File: config.mk
export PLATFORM = sky130hd
export DESIGN_NAME = dc_filter_mc
export DESIGN_NICKNAME = d
export VERILOG_FILES = /design/src/rtl/dc_filter_mc.sv
export SDC_FILE = /design/constraint.sdc
export NUM_CORES = 1
export LEC_CHECK = 0
export CORE_ASPECT_RATIO = 2
export CORE_MARGIN = 4
export CORE_UTILIZATION = 61
export CTS_BUF_LIST = sky130_fd_sc_hd__clkbuf_16
export DETAILED_ROUTE_END_ITERATION = 12
export PLACE_DENSITY_LB_ADDON = 0.1
export RECOVER_POWER = 100
export SLEW_MARGIN = 20
export SYNTH_ARGS = -nofsm -noshare
export SYNTH_HDL_FRONTEND = slang
export SYNTH_SLANG_ARGS = --single-unit
File: constraint.sdc
create_clock -name CLK_3M -period 7.06 [get_ports CLK_3M]
set_input_delay 1.412 -clock CLK_3M [delete_from_list [all_inputs] [get_ports CLK_3M]]
set_output_delay 1.412 -clock CLK_3M [all_outputs]
set_load 0.005 [all_outputs]
File: src/rtl/dc_filter_mc.sv
// Multi-channel DC-blocking high-pass filter: one frame per handshake, one channel per cycle through a shared datapath.
// Optional macro DC_FILTER_MC_SAT_EN: saturate instead of wrap, and add the sat_flag output.
module dc_filter_mc #(
  parameter  int N_CH   = 4,
  parameter  int IN_W   = 9,
  parameter  int FRAC_W = 23,
  parameter  int ACC_W  = IN_W + FRAC_W,
  parameter  int K_W    = 5,
  localparam int CH_W   = (N_CH > 1) ? $clog2(N_CH) : 1
) (
  input  logic                   CLK_3M,
  input  logic                   reset,
  input  logic                   in_valid,
  output logic                   in_ready,
  input  logic [N_CH*IN_W-1:0]   in_data,
  input  logic [K_W-1:0]         k_shift,
  output logic                   out_valid,
  output logic [CH_W-1:0]        out_ch,
  output logic [ACC_W-1:0]       out_data,
  output logic                   frame_done
`ifdef DC_FILTER_MC_SAT_EN
  ,
  output logic                   sat_flag
`endif
);

  localparam int KE_W = $clog2(ACC_W);
  localparam int YW   = ACC_W + 2;

  typedef enum logic {IDLE, RUN} state_t;
  state_t state_q, state_d;

  logic [IN_W-1:0]  fbuf   [N_CH];
  logic [IN_W-1:0]  x_prev [N_CH];
  logic [ACC_W-1:0] e_mem  [N_CH];
  logic [CH_W-1:0]  idx;
  logic [KE_W-1:0]  k_eff, k_new, k_rb;
  logic [31:0]      k_ext, k_clamp;
  logic             accept, last;

  logic signed [IN_W-1:0]  x_cur, x_old;
  logic signed [ACC_W-1:0] e_cur;
  logic signed [IN_W:0]    diff;
  logic signed [YW-1:0]    term, e_ext, e_shr, leak, y_full;
  logic                    rnd, ovf;
  logic [ACC_W-1:0]        y_out;

  assign last = (idx == CH_W'(N_CH - 1));

  always_ff @(posedge CLK_3M) begin
    if (!reset) state_q <= IDLE;
    else        state_q <= state_d;
  end

  always_comb begin
    state_d = state_q;
    case (state_q)
      IDLE: if (accept) state_d = RUN;
      RUN:  if (last)   state_d = IDLE;
      default: state_d = IDLE;
    endcase
  end

  always_comb begin
    in_ready = (state_q == IDLE) && reset;
    accept   = in_ready && in_valid;
  end

  // Pole shift clamped to 1..ACC_W-1 when the frame is accepted.
  always_comb begin
    k_ext = 32'(k_shift);
    if (k_ext == 32'd0)        k_clamp = 32'd1;
    else if (k_ext > ACC_W - 1) k_clamp = 32'(ACC_W - 1);
    else                       k_clamp = k_ext;
    k_new = k_clamp[KE_W-1:0];
  end

  // e >>> K is taken into its own signed variable so the rounding add cannot turn it into a logical shift.
  always_comb begin
    x_cur  = fbuf[idx];
    x_old  = x_prev[idx];
    e_cur  = e_mem[idx];
    diff   = {x_cur[IN_W-1], x_cur} - {x_old[IN_W-1], x_old};
    term   = YW'(diff) <<< FRAC_W;
    e_ext  = YW'(e_cur);
    e_shr  = e_ext >>> k_eff;
    k_rb   = k_eff - KE_W'(1);
    rnd    = e_cur[k_rb];
    leak   = e_shr + $signed(YW'(rnd));
    y_full = term + e_ext - leak;
    ovf    = (y_full[YW-1:ACC_W-1] != '0) && (y_full[YW-1:ACC_W-1] != '1);
`ifdef DC_FILTER_MC_SAT_EN
    if (ovf) y_out = y_full[YW-1] ? {1'b1, {(ACC_W-1){1'b0}}} : {1'b0, {(ACC_W-1){1'b1}}};
    else     y_out = y_full[ACC_W-1:0];
`else
    y_out = y_full[ACC_W-1:0];
`endif
  end

  always_ff @(posedge CLK_3M) begin
    if (!reset) begin
      for (int unsigned i = 0; i < N_CH; i++) begin
        fbuf[i]   <= '0;
        x_prev[i] <= '0;
        e_mem[i]  <= '0;
      end
      idx        <= '0;
      k_eff      <= KE_W'(1);
      out_valid  <= 1'b0;
      out_ch     <= '0;
      out_data   <= '0;
      frame_done <= 1'b0;
`ifdef DC_FILTER_MC_SAT_EN
      sat_flag   <= 1'b0;
`endif
    end else begin
      out_valid  <= 1'b0;
      frame_done <= 1'b0;
`ifdef DC_FILTER_MC_SAT_EN
      sat_flag   <= 1'b0;
`endif
      if (accept) begin
        for (int unsigned i = 0; i < N_CH; i++) fbuf[i] <= in_data[i*IN_W +: IN_W];
        k_eff <= k_new;
        idx   <= '0;
      end else if (state_q == RUN) begin
        out_valid   <= 1'b1;
        out_ch      <= idx;
        out_data    <= y_out;
        frame_done  <= last;
        x_prev[idx] <= x_cur;
        e_mem[idx]  <= y_out;
`ifdef DC_FILTER_MC_SAT_EN
        sat_flag    <= ovf;
`endif
        if (!last) idx <= idx + CH_W'(1);
      end
    end
  end

endmodule

### Word-level counts from Yosys, hierarchy flattened

Memories as Yosys holds them, arrays and structs flattened. A register that Yosys moved wholly into a read port is not among the register bits.
Index checks and enable logic that the tools add are counted.

| word-level totals | value |
|---|---|
| register bits | 44 |
| RAM bits | 200 |
| input port bits | 44 |
| output and inout port bits | 37 |
| word-level logic and storage cells | 65 |
| memories kept | 3 |

Memory list:

| name | words | width | read ports | clocked after memory_dff | wr ports | RTL line | text |
|---|---|---|---|---|---|---|---|
| e_mem | 4 | 32 | 1 | 1 | 4 | 35 | `logic [ACC_W-1:0] e_mem [N_CH];` |
| fbuf | 4 | 9 | 1 | 1 | 4 | 33 | `logic [IN_W-1:0] fbuf [N_CH];` |
| x_prev | 4 | 9 | 1 | 1 | 4 | 34 | `logic [IN_W-1:0] x_prev [N_CH];` |

| operators by class | value |
|---|---|
| add/subtract/negate cells | 6 |
| $lt $le $gt $ge | 1 |
| equal/unequal tests | 1 |
| shifts and indexed selects | 1 |
| multiplexer cells | 29 |
| bitwise operators | 8 |
| reductions and logical operators | 9 |

Operators with widths:

| operator | count |
|---|---|
| 9-bit two-way mux | 5 |
| 32-bit by 2-bit adder with 32-bit output | 1 |
| 32-bit adder | 1 |
| 32-bit two-way mux | 1 |
| 32-bit OR reduction | 1 |
| 32-bit by 5-bit >>> shifter with 32-bit output | 1 |
| 32-bit subtractor | 1 |
| 2-bit two-way mux | 8 |
| 1-bit two-way mux | 12 |
| 9-bit OR reduction | 1 |
| 9-bit subtractor | 1 |
| 5-bit by 6-bit < comparator with 1-bit output (second input constant) | 1 |
| 1-bit binary-select mux with 5-bit select | 1 |
| 5-bit logical NOT | 1 |
| 5-bit two-way mux | 1 |
| 5-bit by 1-bit subtractor with 5-bit output (second input constant) | 1 |
| 1-bit inverter | 4 |
| 1-bit bitwise OR | 4 |
| 2-bit AND reduction | 2 |
| 3-bit OR reduction | 1 |
| 2-bit by 1-bit adder with 2-bit output (second input constant) | 1 |
| 2-bit == test (second input constant) | 1 |
| 1-bit logical AND | 2 |
| 1-bit one-hot mux with 2 select lines | 1 |
| 2-bit OR reduction | 1 |

### Longest topological paths before layout

| depth | value |
|---|---|
| depth in word-level cells | 8 |
| depth in mapped cells | 25 |
| depth with buffers taken out | 20 |

### Worst setup path after synthesis

OpenSTA, ideal clock, no wires.

| path | value |
|---|---|
| kind | reg-to-reg |
| from | register k_eff[0] |
| to | memory e_mem[0][21] (netlist bit) (data pin) |
| setup time | 0.267 ns |
| arrival | 5.319 ns |
| path slack | 1.474 ns |
| cell stages (with the launch flop) | 22 |
| period minus slack after synthesis | 5.586 ns |
| path through | dfxtp_1 clkinv_1 clkbuf_1 buf_1 ha_1 nand2_1 xnor2_1 mux4_2 mux4_2 nor2_1 a21oi_1 fa_1 inv_1 fa_1 ha_1 a21oi_1 or3b_1 a21oi_1 o21ai_1 o31ai_1 xnor2_1 nor2_1 |

RTL lines:

| what | RTL line | text |
|---|---|---|
| start, declared | 37 | `logic [KE_W-1:0] k_eff, k_new, k_rb;` |
| start signal, assigned | 124 | `k_eff <= k_new;` |
| end, declared | 35 |  |

==> results.sh <==
export IMPL_avgSynthCellArea_um2=10.7
export IMPL_drc=0
export IMPL_synthFlopType="edfxtp_1"
export IMPL_die_w_um=119
export IMPL_cts_root_buffer="clkbuf_16"
export IMPL_r2r_setup_slack_ns=0.16
export IMPL_clk_latency_ns=0.54
export IMPL_outcome="complete, but fails checks"
export IMPL_first_pass_iters=6
export IMPL_crit_chain="buf_4 > mux4_2 > mux2_2 > nor2_1 > a211oi_1 > a211oi_1 > a21oi_1 > o21a_1 > ha_1 > inv_1 > ha_1 > ha_1 > a21oi_1 > o21ai_0 > nand2b_1 > o21ai_0 > xnor2_1 > nand2_1 > nor2_1"
export IMPL_grt_ovfl_total=0
export IMPL_relSlewSlack_pct=-95.7
export IMPL_cts_repair_resized=0
export IMPL_wirelength_um=46200
export IMPL_max_freq_ghz=0.145
export IMPL_fin_cells=1830
export IMPL_core_area_um2=24400
export IMPL_initial_core_util_pct=61.7
export IMPL_dp_cells=1790
export IMPL_grt_pass1_wl_um=69700
export IMPL_port_buffer_count=80
export IMPL_mostFrequentLayoutCell="edfxtp_1"
export IMPL_antenna_found_initial=0
export IMPL_crit_type="reg2reg"
export IMPL_hpwlAfterDp_um=34100
export IMPL_synth_warnings=0
export IMPL_finalCritPeriodShare_pct=97.7
export IMPL_area_delta_synth_final_pct=12.9
export IMPL_fin_util_pct=69.6
export IMPL_crit_required_ns=7.44
export IMPL_grt_max_degree=73
export IMPL_row_count=81
export IMPL_tns_ns=0
export IMPL_most_common_layout_cells="edfxtp_1 (200), nor2_1 (157), nand2_1 (144)"
export IMPL_skew_ns=0.0278
export IMPL_setup_violations=0
export IMPL_io_pins=81
export IMPL_timing_final_ws_setup_ns=0.159
export IMPL_failed_checks="capacitance limit, slew limit"
export IMPL_fin_nets=1626
export IMPL_cp_start_kind="flip-flop"
export IMPL_grt_pass1_vias=11770
export IMPL_syn_area_um2=15100
export IMPL_syn_nets=1555
export IMPL_dr_first_iter_drc_count=1016
export IMPL_crit_fanout=12
export IMPL_die_area_um2=27400
export IMPL_gp_congestion=1.05
export IMPL_netlist_instances=1411
export IMPL_grtUsageTotal_pct=34.0
export IMPL_crit_path_frequent_cell="ha_1"
export IMPL_numCtsBuffers=22
export IMPL_finalHoldViolations=0
export IMPL_holdBufCountCts=0
export IMPL_synth_edf_count=200
export IMPL_ys_seq_area_share_pct=46.0
export IMPL_numClockSinks=246
export IMPL_ant_nets=0
export IMPL_drv_slew=193
export IMPL_cap_viol_max_count=7
export IMPL_h_tree_depth=1
export IMPL_synth_distinct_cells=61
export IMPL_clkSlewWorstSetupHoldPaths_ns=0.07
export IMPL_cp_slowest_cell="a211oi_1"
export IMPL_clock_path_buffers=3
export IMPL_hp_class="reg2reg"
export IMPL_cts_setup_buffers=0
export IMPL_finalCriticalPeriod_ns=6.90
export IMPL_avgViaCountPerCell=6.32
export IMPL_endpoint_kind="flip-flop"
export IMPL_cp_arrival_ns=7.28
export IMPL_route_vias_total=11557
export IMPL_rsz0062_at_grt="no"
export IMPL_wl_per_cell_um=25.3
export IMPL_antennaDiodeCount=0
export IMPL_async_reset_ff_share_pct=0
export IMPL_cts_tree="built"
export IMPL_max_stage_delay_ns=0.96
export IMPL_die_y_um=230
export IMPL_drive_gt1_share_pct=10.7
export IMPL_tightest_slew_ns=2.93
export IMPL_synth_seq_cells=246
export IMPL_dpl_worst_slack_ns=0.767
-- worst paths after layout --
kind,cells after the start,startpoint,end
min,2,out_data[11]$_SDFFE_PN0P_,out_data[11]$_SDFFE_PN0P_
min reg2reg,2,out_data[11]$_SDFFE_PN0P_,out_data[11]$_SDFFE_PN0P_
max reg2reg,19,flip-flop,e_mem[1][15]$_SDFFCE_PN0P_
max,19,flip-flop,e_mem[1][15]$_SDFFCE_PN0P_
-- Yosys cell counts (25+ instances only) --
library cell,instances,area (µm²)
nor2_1,157,589
ha_1,88,1100
xnor2_1,26,228
a21oi_1,57,285
edfxtp_1,200,6010
clkbuf_1,63,236
and2_1,42,263
nand3_1,25,125
mux4_2,67,1510
dfxtp_1,46,921
and3_1,47,294
nand2_1,146,548
inv_1,124,465
mux2i_1,40,400
o21ai_0,55,275
-- stage by stage --
step / area [µm²] / hold WS [ns]
floorplan: 15100 / 0.439
global placement: 16400 / 0.429
detailed placement: 16400 / 0.434
CTS: 17100 / 0.451
global route: 17000 / 0.466
finish: 17000 / 0.445
-- logic make-up after synthesis --
family | count (synthesis) | synth area share (%)
xor gates and xnor gates | 39 | 2.27
adders and majority gates | 100 | 8.90
buffers and inverters | 209 | 5.48
and+or+nand+nor | 471 | 14.3
DFF | 246 | 46.0
muxes | 125 | 14.0
AOI/OAI and AO/OA | 221 | 9.03
-- critical path: cells and delay by family, from the launching register on --
family / cells / cell delay, ns
AOI/OAI and AO/OA: 7 / 2.64
and+or+nand+nor: 4 / 0.90
adders and majority gates: 3 / 0.88
muxes: 2 / 0.78
DFF: 1 / 0.67
xor gates and xnor gates: 1 / 0.48
buffers and inverters: 2 / 0.38
-- flip-flops by register name (all words and copies together), names as in the netlist, named ones only --
signal	cells
x_prev	36
out_data	32
out_ch	2
idx	2
fbuf	36
state_q	1
out_valid	1
frame_done	1
e_mem	128
k_eff	5
-- metal layers --
metal / vias up / global-route usage [%] / routed length [µm]
li1: 5197 / - / -
met1: 5650 / 35.6 / 15000
met2: 511 / 61.6 / 24400
met3: 199 / 4.45 / 2710
met4: 0 / 23.9 / 4060
met5: - / 0 / 0
-- layout make-up --
class / instances / area [µm²]
clock inverters: 17 / 151
fillers: 1846 / 7420
well taps: 332 / 415
flip-flops and latches: 246 / 6930
inverters: 127 / 477
multi-input cells: 956 / 7320
clock buffers: 23 / 576
repair buffers: 129 / 1130
Power is left out: the tool's default activity adds up to more than one toggle a clock period on the data nets, which glitch-free logic cannot reach.
